[src/rtl/rv32_timer_target_if.sv]
// Data-bus view of the machine timer: address/strobe/data in,
// select/read-data/fault back, all resolved in one cycle.
interface rv32_timer_target_if;
  logic [31:0] address_in;
  logic        read_in;
  logic        write_in;
  logic [3:0]  write_mask_in;
  logic [31:0] write_value_in;
  logic        select_out;
  logic [31:0] read_value_out;
  logic        fault_out;

  modport master (
    output address_in, read_in, write_in,
    output write_mask_in, write_value_in,
    input  select_out, read_value_out, fault_out
  );

  modport slave (
    input  address_in, read_in, write_in,
    input  write_mask_in, write_value_in,
    output select_out, read_value_out, fault_out
  );
endinterface

[src/rtl/rv32_timer_target.sv]
// Memory-mapped RISC-V machine timer (mtime/mtimecmp, optional msip).
// Define RV32_TIMER_MSIP_EN to map msip at offset 0x10.
module rv32_timer_target #(
  parameter logic [31:0] BASE_ADDR = 32'h0002_0000,
  parameter int unsigned PRESCALE  = 1
) (
  input  logic clk,
  input  logic reset,
  rv32_timer_target_if.slave bus,
`ifdef RV32_TIMER_MSIP_EN
  output logic soft_interrupt_out,
`endif
  output logic timer_interrupt_out
);

  localparam int unsigned PW =
    (PRESCALE > 1) ? $clog2(PRESCALE) : 1;
  localparam logic [PW-1:0] PLAST = PW'(PRESCALE - 1);

  logic [PW-1:0] pcnt;
  logic          tick;
  logic [63:0]   mtime;
  logic [63:0]   mtime_nxt;
  logic [63:0]   mtimecmp;
  logic [4:0]    off;
  logic [2:0]    word;
  logic          hit;
  logic          legal;
  logic          fault;
  logic          wr_en;
  logic          wr_tlo;
  logic          wr_thi;
  logic [31:0]   rdata;
`ifdef RV32_TIMER_MSIP_EN
  logic          msip;
`endif

  function automatic logic [31:0] merge(
    input logic [31:0] old,
    input logic [31:0] val,
    input logic [3:0]  m
  );
    logic [31:0] r;
    r = old;
    for (int b = 0; b < 4; b++)
      if (m[b]) r[8*b +: 8] = val[8*b +: 8];
    return r;
  endfunction

  assign off  = bus.address_in[4:0];
  assign word = off[4:2];
  assign hit  = bus.address_in[31:5] == BASE_ADDR[31:5];
  assign tick = pcnt == PLAST;

  always_comb begin
    legal = 1'b0;
    if (off[1:0] == 2'b00) begin
      unique case (word)
        3'd0, 3'd1, 3'd2, 3'd3: legal = 1'b1;
`ifdef RV32_TIMER_MSIP_EN
        3'd4:    legal = 1'b1;
`endif
        default: legal = 1'b0;
      endcase
    end
  end

  assign fault = hit && (bus.read_in || bus.write_in) && !legal;
  assign wr_en = hit && bus.write_in && !fault;

  // An empty mask is a no-op and must not steal a tick.
  assign wr_tlo = wr_en && word == 3'd0 && |bus.write_mask_in;
  assign wr_thi = wr_en && word == 3'd1 && |bus.write_mask_in;

  always_comb begin
    rdata = '0;
    unique case (word)
      3'd0:    rdata = mtime[31:0];
      3'd1:    rdata = mtime[63:32];
      3'd2:    rdata = mtimecmp[31:0];
      3'd3:    rdata = mtimecmp[63:32];
`ifdef RV32_TIMER_MSIP_EN
      3'd4:    rdata = {31'b0, msip};
`endif
      default: rdata = '0;
    endcase
  end

  assign bus.select_out     = hit;
  assign bus.fault_out      = fault;
  assign bus.read_value_out =
    (hit && bus.read_in && !fault) ? rdata : '0;

  always_comb begin
    mtime_nxt = mtime;
    if (wr_tlo || wr_thi) begin
      if (wr_tlo)
        mtime_nxt[31:0] = merge(mtime[31:0],
          bus.write_value_in, bus.write_mask_in);
      if (wr_thi)
        mtime_nxt[63:32] = merge(mtime[63:32],
          bus.write_value_in, bus.write_mask_in);
    end else if (tick) begin
      mtime_nxt = mtime + 64'd1;
    end
  end

  always_ff @(posedge clk or negedge reset) begin
    if (!reset) begin
      pcnt                <= '0;
      mtime               <= '0;
      mtimecmp            <= '1;
      timer_interrupt_out <= 1'b0;
    end else begin
      pcnt                <= tick ? '0 : pcnt + 1'b1;
      mtime               <= mtime_nxt;
      timer_interrupt_out <= mtime >= mtimecmp;
      if (wr_en && word == 3'd2)
        mtimecmp[31:0] <= merge(mtimecmp[31:0],
          bus.write_value_in, bus.write_mask_in);
      if (wr_en && word == 3'd3)
        mtimecmp[63:32] <= merge(mtimecmp[63:32],
          bus.write_value_in, bus.write_mask_in);
    end
  end

`ifdef RV32_TIMER_MSIP_EN
  always_ff @(posedge clk or negedge reset) begin
    if (!reset)
      msip <= 1'b0;
    else if (wr_en && word == 3'd4 && bus.write_mask_in[0])
      msip <= bus.write_value_in[0];
  end

  assign soft_interrupt_out = msip;
`endif

endmodule

[src/flat_wrapper.sv]
// flat-port wrapper written by rule: the top's interface ports become plain ports
module rv32_timer_target_flat 
#(
  parameter logic [31:0] BASE_ADDR = 32'h0002_0000,
  parameter int unsigned PRESCALE  = 1
)
  (clk, reset, timer_interrupt_out, bus_address_in, bus_read_in, bus_write_in, bus_write_mask_in, bus_write_value_in, bus_select_out, bus_read_value_out, bus_fault_out);
  rv32_timer_target_if bus_i ();
  input  logic clk;
  input  logic reset;
  output logic timer_interrupt_out;
  input wire logic [$bits(bus_i.address_in)-1:0] bus_address_in;
  input wire logic [$bits(bus_i.read_in)-1:0] bus_read_in;
  input wire logic [$bits(bus_i.write_in)-1:0] bus_write_in;
  input wire logic [$bits(bus_i.write_mask_in)-1:0] bus_write_mask_in;
  input wire logic [$bits(bus_i.write_value_in)-1:0] bus_write_value_in;
  output wire logic [$bits(bus_i.select_out)-1:0] bus_select_out;
  output wire logic [$bits(bus_i.read_value_out)-1:0] bus_read_value_out;
  output wire logic [$bits(bus_i.fault_out)-1:0] bus_fault_out;
  assign bus_i.address_in = bus_address_in;
  assign bus_i.read_in = bus_read_in;
  assign bus_i.write_in = bus_write_in;
  assign bus_i.write_mask_in = bus_write_mask_in;
  assign bus_i.write_value_in = bus_write_value_in;
  assign bus_select_out = bus_i.select_out;
  assign bus_read_value_out = bus_i.read_value_out;
  assign bus_fault_out = bus_i.fault_out;
  rv32_timer_target #(.BASE_ADDR(BASE_ADDR), .PRESCALE(PRESCALE)) u_core (.clk(clk), .reset(reset), .bus(bus_i), .timer_interrupt_out(timer_interrupt_out));
endmodule
[config.mk]
export PLATFORM = sky130hd
export DESIGN_NAME = rv32_timer_target_flat
export DESIGN_NICKNAME = d
export VERILOG_FILES = /design/src/rtl/rv32_timer_target_if.sv /design/src/rtl/rv32_timer_target.sv /design/src/flat_wrapper.sv
export SDC_FILE = /design/constraint.sdc
export NUM_CORES = 1
export LEC_CHECK = 0
export CORE_MARGIN = 1.5
export CORE_UTILIZATION = 60
export CTS_BUF_LIST = sky130_fd_sc_hd__clkbuf_16
export CTS_CLUSTER_SIZE = 14
export DETAILED_ROUTE_END_ITERATION = 8
export PLACE_DENSITY = 0.85
export SLEW_MARGIN = 20
export SYNTH_ARGS = -nofsm -noshare
export SYNTH_HDL_FRONTEND = slang
export SYNTH_SLANG_ARGS = --single-unit
[constraint.sdc]
create_clock -name clk -period 4.8 [get_ports clk]
set_input_delay 0.72 -clock clk [delete_from_list [all_inputs] [get_ports clk]]
set_output_delay 0.72 -clock clk [all_outputs]
set_load 0.02 [all_outputs]
# Word-level counts from Yosys, hierarchy flattened
# Cells that the tools add are included.
# word_totals
register_bits	130
out_inout_bits	35
wordCells	81
# classes
add_sub_neg	2
order_cmp	1
eq_ne	11
n_mux	13
reduce_logical	36
# ops
operator	n
two-way mux 64 bit	2
case mux 32 bit (4 select lines)	1
two-way mux 32 bit	3
adder 64 x 1 -> 64 bit, second input constant	1
>= comparator 64 bit	1
two-way mux 8 bit	4
equality test 27 x 13 -> 1 bit, second input constant	1
AND reduction 3 bit	8
AND reduction 2 bit	8
logical AND 1 bit	12
inequality test 2 bit, second input constant	5
OR reduction 4 bit	2
equality test 3 x 2 -> 1 bit, second input constant	2
inequality test 2 x 1 -> 1 bit, second input constant	2
equality test 3 x 1 -> 1 bit, second input constant	1
logical NOT 3 bit	1
two-way mux 1 bit	3
logical NOT 1 bit	2
logical NOT 2 bit	1
logical OR 1 bit	2
adder 1 bit, second input constant	1

# Longest topological paths before layout
# Gate-level depths: netlist of the first run.
# logic_depth
word_depth	13
mapped_depth	10
ltp_nobuf	8

# Worst setup path after synthesis of the first run
# Ideal clock, no wire load.
# synth_timing
kind	input -> output
from	in bus_address_in[3]
to	out bus_read_value_out[21]
arrival_ns	2.347
slack_ns	1.733
path_stages	5
n_path_buf	2
cell_sequence	nor3b_1 > clkbuf_1 > clkbuf_1 > a22oi_1 > a21oi_1
# synth_via
elab_chain_cells	9
# synth_lines
item	line	source
start: declaration	flat_wrapper.sv:12	input wire logic [$bits(bus_i.address_in)-1:0] bus_address_in;
equality test 3 x 2 -> 1 bit, or another cell as far along	rv32_timer_target.sv:58, rv32_timer_target.sv:77	
OR reduction 4 bit	rv32_timer_target.sv:58	unique case (word)
two-way mux 1 bit	rv32_timer_target.sv:58	
two-way mux 1 bit	rv32_timer_target.sv:57	if (off[1:0] == 2'b00) begin
logical NOT 1 bit	rv32_timer_target.sv:68	assign fault = hit && (bus.read_in || bus.write_in) && !legal;
logical AND 1 bit	rv32_timer_target.sv:68	
logical NOT 1 bit	rv32_timer_target.sv:92	(hit && bus.read_in && !fault) ? rdata : '0;
logical AND 1 bit	rv32_timer_target.sv:92	
two-way mux 32 bit (*)	rv32_timer_target.sv:92	
end: declaration	flat_wrapper.sv:18	output wire logic [$bits(bus_i.read_value_out)-1:0] bus_read_value_out;
# Mark *: on every way between the ends. The rest lies on a longest branch, timed or not.

# Worst setup path after layout of the first run
# layout_timing
from	in bus_address_in[10]
to	out bus_read_value_out[11]
# layout_via
elab_chain_cells	6
# layout_lines
item	line	source
equality test 27 x 13 -> 1 bit (*)	rv32_timer_target.sv:52	assign hit = bus.address_in[31:5] == BASE_ADDR[31:5];
logical AND 1 bit (2 in a row)	rv32_timer_target.sv:68	
logical NOT 1 bit	rv32_timer_target.sv:92	
logical AND 1 bit (*)	rv32_timer_target.sv:92	
two-way mux 32 bit (*)	rv32_timer_target.sv:92	
# Marked as above.

==> metrics.md, run 1 <==
| Metric | Value |
|---|---|
| Status | complete, no violations |
| Die area | 15600 µm² |
| Initial antenna violation count | 1 |
| Post-CTS Setup Bufs | 0 |
| R2r startpoint | u_core.mtime[3] |
| Slew headroom | 0.344 |
| Worst-path fanout max | 21 |
| GRT busiest layer | met2 |
| Largest net degree at the start of global routing | 130 |
| Proportion of layout cells with a drive suffix above 1 | 0.168 |
| Register area share after synthesis | 0.371 |
| Slowest CP cell | clkdlybuf4s50_1 |
| Total congestion overflow | 0 |
| Crit path DAT | 3.09 ns |
| Insertion delay to the later sink of the worst-skew pair | 0.43 ns |
| Ys flop type | dfrtp_1 |
| DRC | 0 |
| Core area | 14500 µm² |
| Met3 Use GR | 0.0745 |
| Initial Utilization | 0.614 |
| Tightest Pin Transition | 0.977 ns |
| WHS | 0.395 ns |
| Commonest cells post-synth | 74 x inv_1, 74 x nand2_1, 65 x a22oi_1, 65 x dfrtp_1, 65 x ha_1 |
| NumNets Final | 1210 |
| Post-Route Setup TNS | 0 ns |
| #FFs+latches synth | 129 |
| Crit. path cell count | 8 |
| F_max | 263 MHz |
| GRT Util Overall | 0.356 |
| CP required | 4.08 ns |
| Critical path's top delay family | buffers and inverters |
| Post-synth EDFFs | 0 |
| CTS H-tree depth | 4 |
| Startpoint Class | primary input |
| N_diodes | 0 |
| Final setup viols | 0 |
| Final Max Tran Viols | 0 |
| RePlAce Congestion | 0.939 |
| # hold bufs at CTS | 0 |
| Most used cell, CP | clkdlybuf4s50_1 |
| DR WL/cell | 21.9 µm |
| Netlist cell types | 64 |
| Internal reg-to-reg setup slack | 1.68 ns |
| Async set-reset flop share out of synthesis | 1.00 |
| Crit path launch | bus_address_in[10] |
| Leading area contributor after synthesis | dfstp_2 |
| Die height | 125 µm |
| Rows | 44 |
| Number of global-route vias before repair | 8449 |
| Cell Count, Final, Fillers Out | 1270 |
| CP max stage delay | 0.62 ns |
| TritonCTS clock tree | built |
| Synth Warn # | 0 |
| TritonRoute pass-1 iters | 6 |
| Mapped cell area | 8920 µm² |
| Tmin final | 3.81 ns |
| Fill count | 1034 |
| Inst Count DP | 1238 |
| Cells along the critical path | clkdlybuf4s50_1 -> nor4_1 -> nand4_1 -> nor2_1 -> nand4b_1 -> buf_4 -> a21oi_1 -> clkdlybuf4s50_1 |
| Area grow syn2layout | 20.8% |
| Pwr Total | 2630 µW |
| Final hold vios | 0 |
| Vias | 8901 |
| CP Class | in2out |
| Post-CTS resize count | 0 |
| Post-Synthesis Mean Instance Area | 9.08 µm² |
| Ports | 107 |
| Met1 Resource Use GR | 0.476 |
| Met2 usage | 0.562 |
| Synthesized Nets | 1120 |
| Min-delay worst type | in2async |
| Num CTS Buffers | 17 |
| CP endpoint kind | primary output |
| R2R cell count | 6 |
| DR iter-0 viols | 1365 |
| Clock transition at the registers of the reported paths | 0.05 ns |
| Die Wd | 125 µm |
| WP buf/inv | 3 |
| Clock Tree Root | clkbuf_16 |
| Final cell utilization of the core | 0.741 |
| Peak VDD IR | 0.246 mV |
| Pleak | 0.00410 µW |
| Fin crit share | 0.793 |
| WL final | 27800 µm |
| Post-synth top area share | 0.188 |
| DR vias/cell | 7.01 |
| DP HPWL | 18900 µm |
| First-pass GRT wire length | 44400 µm |
| Clk_skew | 0.0109 ns |
| Gate Count Post-Synth | 983 |
| R2R Path End | u_core.mtime[51] |
| Clk sinks | 129 |
| Max-Cap Viols | 0 |
| I/O Buffers | 106 |
| CTS max path bufs | 2 |
| ANT nets after route | 0 |
| Synth top area cells | dfstp_2 19%, dfrtp_1 18%, ha_1 9.1% |
| RSZ-0062 raised after global routing | no |
| Pwr dens | 244 nW/µm² |
-- state kept, by name, indices dropped and copies added (netlist names) --
signal	count
u_core.mtime	64
u_core.mtimecmp	64
u_core.timer_interrupt_out	1
-- cells by family (layout without fill, tap and decap cells) --
family | count (synthesis) | count (layout) | synth area share
AO/OA/AOI/OAI | 281 | 281 | 0.216
flip-flops | 129 | 129 | 0.371
buffers and inverters | 124 | 227 | 0.0536
multiplexers | 59 | 59 | 0.0741
adder cells (fa/ha/maj) | 65 | 65 | 0.0912
AND/OR/NAND/NOR | 325 | 325 | 0.194
-- report_power, final --
part / switching [µW] / leakage (µW) / internal (µW)
registers: 0.00118 / 0.00148 / 1090
clock network: 494 / 0.000308 / 907
logic: 79.7 / 0.00231 / 61.4
total: 573 / 0.00410 / 2060
-- metrics by stage --
stage          instance area (µm²)  setup slack (ns)
2_1_floorplan                 8920              1.73
3_3_place_gp                 10100              1.05
3_5_place_dp                 10100             0.978
4_1_cts                      10800             0.976
5_1_grt                      10800             0.784
6_report                     10800             0.993
-- area by class of cell --
cell class | instances | area (µm²) | share of cell area
Inverter | 74 | 278 | 0.0258
Sequential cell | 129 | 3310 | 0.307
Timing Repair Buffer | 121 | 1180 | 0.110
Clock buffer | 17 | 425 | 0.0395
Multi-Input combinational cell | 730 | 5150 | 0.478
Clock inverter | 15 | 199 | 0.0185
Tap cell | 184 | 230 | 0.0214
-- routing by layer --
layer / up-vias / part of all wire
met5: - / 0.00047
met4: 2 / 0.039
met3: 114 / 0.11
met2: 606 / 0.47
met1: 4234 / 0.39
li1: 3945 / -
-- worst max path at each step --
stage / to / slack (ns)
2_1_floorplan: bus_read_value_out[21] / 1.73
4_1_cts: bus_read_value_out[28] / 0.98
3_5_place_dp: bus_read_value_out[28] / 0.98
5_1_grt: bus_read_value_out[11] / 0.78
6_report: bus_read_value_out[11] / 0.99
3_3_place_gp: bus_read_value_out[28] / 1.05
-- worst register-to-register path, delay by kind of cell (launching register included) --
| kind | cells | cell delay, ns |
|---|---|---|
| AOI/OAI and AO/OA | 2 | 0.38 |
| DFF | 1 | 0.54 |
| and+or+nand+nor | 4 | 2.04 |
-- layout by cell type (no fill, tap or decap), types with 13 or more instances in the layout --
cell	instances
clkdlybuf4s50_1	105
inv_1	76
nand2_1	74
a22oi_1	65
ha_1	65
dfrtp_1	65
dfstp_2	64
a21oi_1	58
mux2_2	56
nand3_1	54
nor2_1	53
nand4_1	34
o21ai_0	34
o211ai_1	23
and3_1	23
a211oi_1	21
clkbuf_16	17
nor3_1	15
buf_4	15
nor4_1	14
and4_1	13
Note: power is estimated with default switching activity, not from simulation.
==> run 2, diff against run 1 <==
--- a/config.mk
+++ b/config.mk
@@ -6,11 +6,11 @@
 export NUM_CORES = 1
 export LEC_CHECK = 0
 export CORE_MARGIN = 1.5
-export CORE_UTILIZATION = 60
+export CORE_UTILIZATION = 57
 export CTS_BUF_LIST = sky130_fd_sc_hd__clkbuf_16
 export CTS_CLUSTER_SIZE = 14
 export DETAILED_ROUTE_END_ITERATION = 8
-export PLACE_DENSITY = 0.85
+export PLACE_DENSITY = 0.81
 export SLEW_MARGIN = 20
 export SYNTH_ARGS = -nofsm -noshare
 export SYNTH_HDL_FRONTEND = slang
==> constraint.sdc (replaced) <==
create_clock -name clk -period 3.9 [get_ports clk]
set_input_delay 0.585 -clock clk [delete_from_list [all_inputs] [get_ports clk]]
set_output_delay 0.585 -clock clk [all_outputs]
set_load 0.02 [all_outputs]
==> run 2 against run 1 <==
Effect of this change: die area grew 5.1%; total power grew 12%; combinational power grew 26%; routed wire length shrank 2.4%; clock power is essentially flat; clock skew grew 0.0010 ns; highest routed layer is now met4; first-iteration DRC count shrank 33%; largest power group unchanged; sequential share of layout area is essentially flat.
==> metrics.md, run 2 (synthesis results as in run 1) <==
| Metric | Value |
|---|---|
| Min-delay worst type | in2async |
| Initial Utilization | 0.585 |
| Max Used Layer | met4 |
| Insertion delay to the later sink of the worst-skew pair | 0.43 ns |
| WL met2 | 12700 µm |
| Commonest non-fill, non-tap cell in the layout | clkdlybuf4s50_1 |
| N_diodes | 0 |
| Core area | 15300 µm² |
| Clk_skew | 0.0119 ns |
| NumNets Final | 1213 |
| I/O Buffers | 106 |
| Final setup viols | 0 |
| Inst Count DP | 1268 |
| Vias | 8748 |
| Total congestion overflow | 0 |
| Num CTS Buffers | 17 |
| Post-CTS Setup Bufs | 0 |
| Tmin final | 3.58 ns |
| Final Max Tran Viols | 0 |
| DRC | 0 |
| CTS max path bufs | 2 |
| WL met1 | 11100 µm |
| Peak VDD IR | 0.292 mV |
| Max-Cap Viols | 0 |
| Pleak | 0.00409 µW |
| Area grow syn2layout | 20.7% |
| Clock Tree Root | clkbuf_16 |
| DP HPWL | 18900 µm |
| RSZ-0062 raised after global routing | no |
| Post-Route Setup TNS | 0 ns |
| Leading cell types in the layout, fill and taps excluded | 105 x clkdlybuf4s50_1, 78 x inv_1, 74 x nand2_1 |
| Status | complete, no violations |
| Worst-path fanout max | 32 |
| First-pass GRT wire length | 43200 µm |
| # hold bufs at CTS | 0 |
| Clock transition at the registers of the reported paths | 0.05 ns |
| Post-CTS resize count | 0 |
| Pwr dens | 273 nW/µm² |
| Largest net degree at the start of global routing | 72 |
| DR iter-0 viols | 911 |
| CTS H-tree depth | 4 |
| DR WL/cell | 20.8 µm |
| Die Wd | 128 µm |
| CP required | 3.31 ns |
| CP Class | in2out |
| Proportion of layout cells with a drive suffix above 1 | 0.166 |
| Crit path DAT | 3.00 ns |
| Fin crit share | 0.918 |
| DR vias/cell | 6.73 |
| GRT Util Overall | 0.340 |
| F_max | 279 MHz |
| Slew headroom | 0.358 |
| WL final | 27100 µm |
| Die height | 128 µm |
| Rows | 45 |
| Die area | 16400 µm² |
| TritonRoute pass-1 iters | 6 |
| TritonCTS clock tree | built |
| RePlAce Congestion | 0.947 |
| Registers with the most flip-flops | u_core.mtime x64, u_core.mtimecmp x64, u_core.timer_interrupt_out x1 |
| WHS | 0.290 ns |
| Ports | 107 |
| Clk sinks | 129 |
| ANT nets after route | 0 |
| Number of global-route vias before repair | 8231 |
| Cell Count, Final, Fillers Out | 1299 |
| Startpoint Class | primary input |
| Tightest Pin Transition | 0.963 ns |
| Metal3 WL | 2320 µm |
| CP endpoint kind | primary output |
| Initial antenna violation count | 0 |
| Final hold vios | 0 |
-- run 2: cell count changes in the layout (fill, tap and decap cells not counted), sizes merged --
cell      change
clkinvlp      -2
clkinv        +3
bufinv        -4
inv           +2
buf           +3
-- run 2: where the power goes --
part           internal [µW]  total (µW)  switching (µW)
logic                   79.4         178            98.8
clock network            844        1420             576
registers               1340        1340         0.00142
total                   2270        2940             675
-- run 2: area by class of cell --
| cell class | count | area [µm²] |
|---|---|---|
| multi-input combinational | 730 | 5150 |
| fill | 1190 | 4490 |
| sequential | 129 | 3310 |
| timing repair buffer | 124 | 1260 |
| clock buffer | 17 | 425 |
| inverter | 74 | 278 |
| tap | 211 | 264 |
| clock inverter | 14 | 85.1 |
-- run 2: path summary, 6_finish.rpt --
path / startpoint / end / cells past startpoint / slack, ns
max reg2reg: u_core.mtime[16] / u_core.mtime[37] / 7 / 1.00
min reg2reg: u_core.mtimecmp[44] / u_core.mtimecmp[44] / 2 / 0.50
max: bus_address_in[7] / bus_read_value_out[7] / 8 / 0.32
max in group asynchronous: reset / u_core.mtimecmp[7] / 2 / 2.72
min: reset / u_core.mtime[21] / 1 / 0.29
min in group clk: u_core.mtimecmp[44] / u_core.mtimecmp[44] / 2 / 0.50
-- run 2: metal layers --
| metal | track usage | vias to the layer above |
|---|---|---|
| li1 | - | 3932 |
| met1 | 0.456 | 4238 |
| met3 | 0.0622 | 88 |
| met4 | 0.163 | 0 |
| met2 | 0.532 | 490 |
| met5 | 0 | - |
-- run 2: stage by stage --
step	setup slack, ns	cell area, µm²	power (µW)	utilization
4_1_cts	0.317	10800	2950	0.706
3_3_place_gp	0.476	10300	1540	0.672
2_1_floorplan	1.10	8920	1400	-
6_report	0.318	10800	2940	0.706
3_5_place_dp	0.350	10300	1540	0.672
5_1_grt	0.181	10800	3020	0.706
-- run 2: critical path: stages --
cell	delay, ns
clkdlybuf4s50_1	0.41
nor4_1	0.38
nand4_1	0.18
nor2_1	0.18
nand4b_1	0.10
buf_4	0.27
a21oi_1	0.21
clkdlybuf4s50_1	0.68
==> run 3, diff against run 2 <==
--- a/config.mk
+++ b/config.mk
@@ -6,11 +6,10 @@
 export NUM_CORES = 1
 export LEC_CHECK = 0
 export CORE_MARGIN = 1.5
-export CORE_UTILIZATION = 57
+export CORE_UTILIZATION = 35
 export CTS_BUF_LIST = sky130_fd_sc_hd__clkbuf_16
 export CTS_CLUSTER_SIZE = 14
 export DETAILED_ROUTE_END_ITERATION = 8
-export PLACE_DENSITY = 0.81
 export SLEW_MARGIN = 20
 export SYNTH_ARGS = -nofsm -noshare
 export SYNTH_HDL_FRONTEND = slang
==> run 3 against run 2 <==
Effect of this change: sequential share of layout area is 0.52 points lower; final area is 1.7% higher; largest power group unchanged; first-iteration DRC count is 15% lower; combinational power hardly changed; critical path type unchanged; hold slack worse by 0.063 ns; critical endpoint is now bus_read_value_out[12]; clock power is 5% higher.
==> metrics.md, run 3 (synthesis results as in run 1) <==
| Metric | Value |
|---|---|
| Status | complete, no violations |
| Largest net degree at the start of global routing | 77 |
| Internal reg-to-reg setup slack | 1.04 ns |
| Peak VDD IR | 0.218 mV |
| DR WL/cell | 20.3 µm |
| Total congestion overflow | 0 |
| CTS max path bufs | 2 |
| Clock power share | 0.495 |
| GRT Util Overall | 0.223 |
| Comb pwr share | 0.059 |
| NumNets Final | 1216 |
| TritonCTS clock tree | built |
| Clk_skew | 0.0103 ns |
| R2R Path End | u_core.mtime[58] |
| DP HPWL | 21100 µm |
| Post-CTS resize count | 0 |
| Cells along the critical path | clkdlybuf4s50_1 -> nor4_1 -> nand4_1 -> nor2_1 -> nand4b_1 -> buf_4 -> a21oi_1 -> clkdlybuf4s50_1 |
| Proportion of layout cells with a drive suffix above 1 | 0.170 |
| Clk sinks | 129 |
| Clock Tree Root | clkbuf_16 |
| WL final | 28800 µm |
| Final cell utilization of the core | 0.436 |
| Ports | 107 |
| Slowest CP cell | clkdlybuf4s50_1 |
| CTS H-tree depth | 4 |
| RSZ-0062 raised after global routing | no |
| Vias | 8418 |
| DR iter-0 viols | 777 |
| Die area | 26500 µm² |
| Crit path DAT | 2.93 ns |
| Registers with the most flip-flops | u_core.mtime x64, u_core.mtimecmp x64, u_core.timer_interrupt_out x1 |
| Number of global-route vias before repair | 8098 |
| Pwr dens | 275 nW/µm² |
| Tmin final | 3.52 ns |
| Leading cell types in the layout, fill and taps excluded | 105 x clkdlybuf4s50_1, 79 x inv_1, 74 x nand2_1 |
| RePlAce Congestion | 0.892 |
| Area grow syn2layout | 22.7% |
| Min-delay worst type | in2async |
| Startpoint Class | primary input |
| Worst-path fanout max | 20 |
| Pint | 2330 µW |
| Inst Count DP | 1390 |
| CP max stage delay | 0.63 ns |
| Cell Count, Final, Fillers Out | 1420 |
| Sequential share of power | 0.446 |
| CP required | 3.31 ns |
| Die height | 163 µm |
| Die Wd | 163 µm |
| Sw Pwr | 678 µW |
| CP endpoint kind | primary output |
| Final hold vios | 0 |
| Num CTS Buffers | 17 |
| Initial antenna violation count | 0 |
| TritonRoute pass-1 iters | 5 |
| First-pass GRT wire length | 45500 µm |
| Most used cell, CP | clkdlybuf4s50_1 |
| F_max | 284 MHz |
| Clock transition at the registers of the reported paths | 0.06 ns |
| DRC | 0 |
| Max-Cap Viols | 0 |
| DR vias/cell | 5.93 |
| ANT nets after route | 0 |
| Tightest Pin Transition | 0.765 ns |
| Final setup viols | 0 |
| Post-Route Setup TNS | 0 ns |
| Initial Utilization | 0.355 |
| I/O Buffers | 106 |
| Slew headroom | 0.490 |
| Commonest non-fill, non-tap cell in the layout | clkdlybuf4s50_1 |
| Switching portion of total power | 0.225 |
| R2r startpoint | u_core.mtime[16] |
| # hold bufs at CTS | 0 |
| Rows | 58 |
| Core area | 25100 µm² |
| N_diodes | 0 |
| Insertion delay to the later sink of the worst-skew pair | 0.42 ns |
| R2R cell count | 6 |
| Post-CTS Setup Bufs | 0 |
| Fin crit share | 0.902 |
| Final Max Tran Viols | 0 |
| CP Class | in2out |
| Pleak | 0.00411 µW |
## run 3: area by class of cell
cell class / count / area, µm²
Clock buffer: 17 / 425
Clock inverter: 13 / 110
Fill cell: 2533 / 14200
Inverter: 74 / 278
Multi-Input combinational cell: 730 / 5150
Sequential cell: 129 / 3310
Tap cell: 330 / 413
Timing Repair Buffer: 127 / 1270
## run 3: routing by layer
layer  GRT usage  share of wire  routed length [µm]  vias up
met1       0.304           0.45               12900     4117
met2       0.359           0.47               13600      318
met5           0              0                   0        -
li1            -              -                   -     3950
met4      0.0659          0.019                 550        0
met3      0.0425          0.060                1730       33
## run 3: metrics by stage
stage | total power, µW | setup WS (ns) | area (µm²) | hold WS, ns
detailed placement | 1540 | 0.336 | 10400 | 0.484
global route | 3110 | 0.169 | 11000 | 0.281
floorplan | 1400 | 1.10 | 8920 | 0.289
global placement | 1550 | 0.426 | 10400 | 0.476
CTS | 3040 | 0.331 | 11000 | 0.254
finish | 3010 | 0.381 | 11000 | 0.228
## run 3: power by group through the flow
stage	registers [µW]	logic, µW	clock network, µW
floorplan	1360	32.6	0
global placement	1360	181	0
detailed placement	1360	180	0
CTS	1340	181	1520
global route	1340	192	1580
finish	1340	179	1490
## run 3: how the worst max path moves through the flow
| stage | cells after the start | endpoint | slack (ns) | start |
|---|---|---|---|---|
| final | 8 | bus_read_value_out[12] | 0.38 | bus_address_in[15] |
| after global placement | 8 | bus_read_value_out[25] | 0.43 | bus_address_in[15] |
| after global routing | 8 | bus_read_value_out[28] | 0.17 | bus_address_in[15] |
| after detailed placement | 8 | bus_read_value_out[12] | 0.34 | bus_address_in[15] |
| after floorplan | 5 | bus_read_value_out[21] | 1.10 | bus_address_in[3] |
| after CTS | 8 | bus_read_value_out[12] | 0.33 | bus_address_in[15] |
## run 3: critical path: cells and delay by family
family / cells / cell delay, ns
simple gates: 4 / 0.89
compound gates: 1 / 0.17
buf+inv: 3 / 1.28
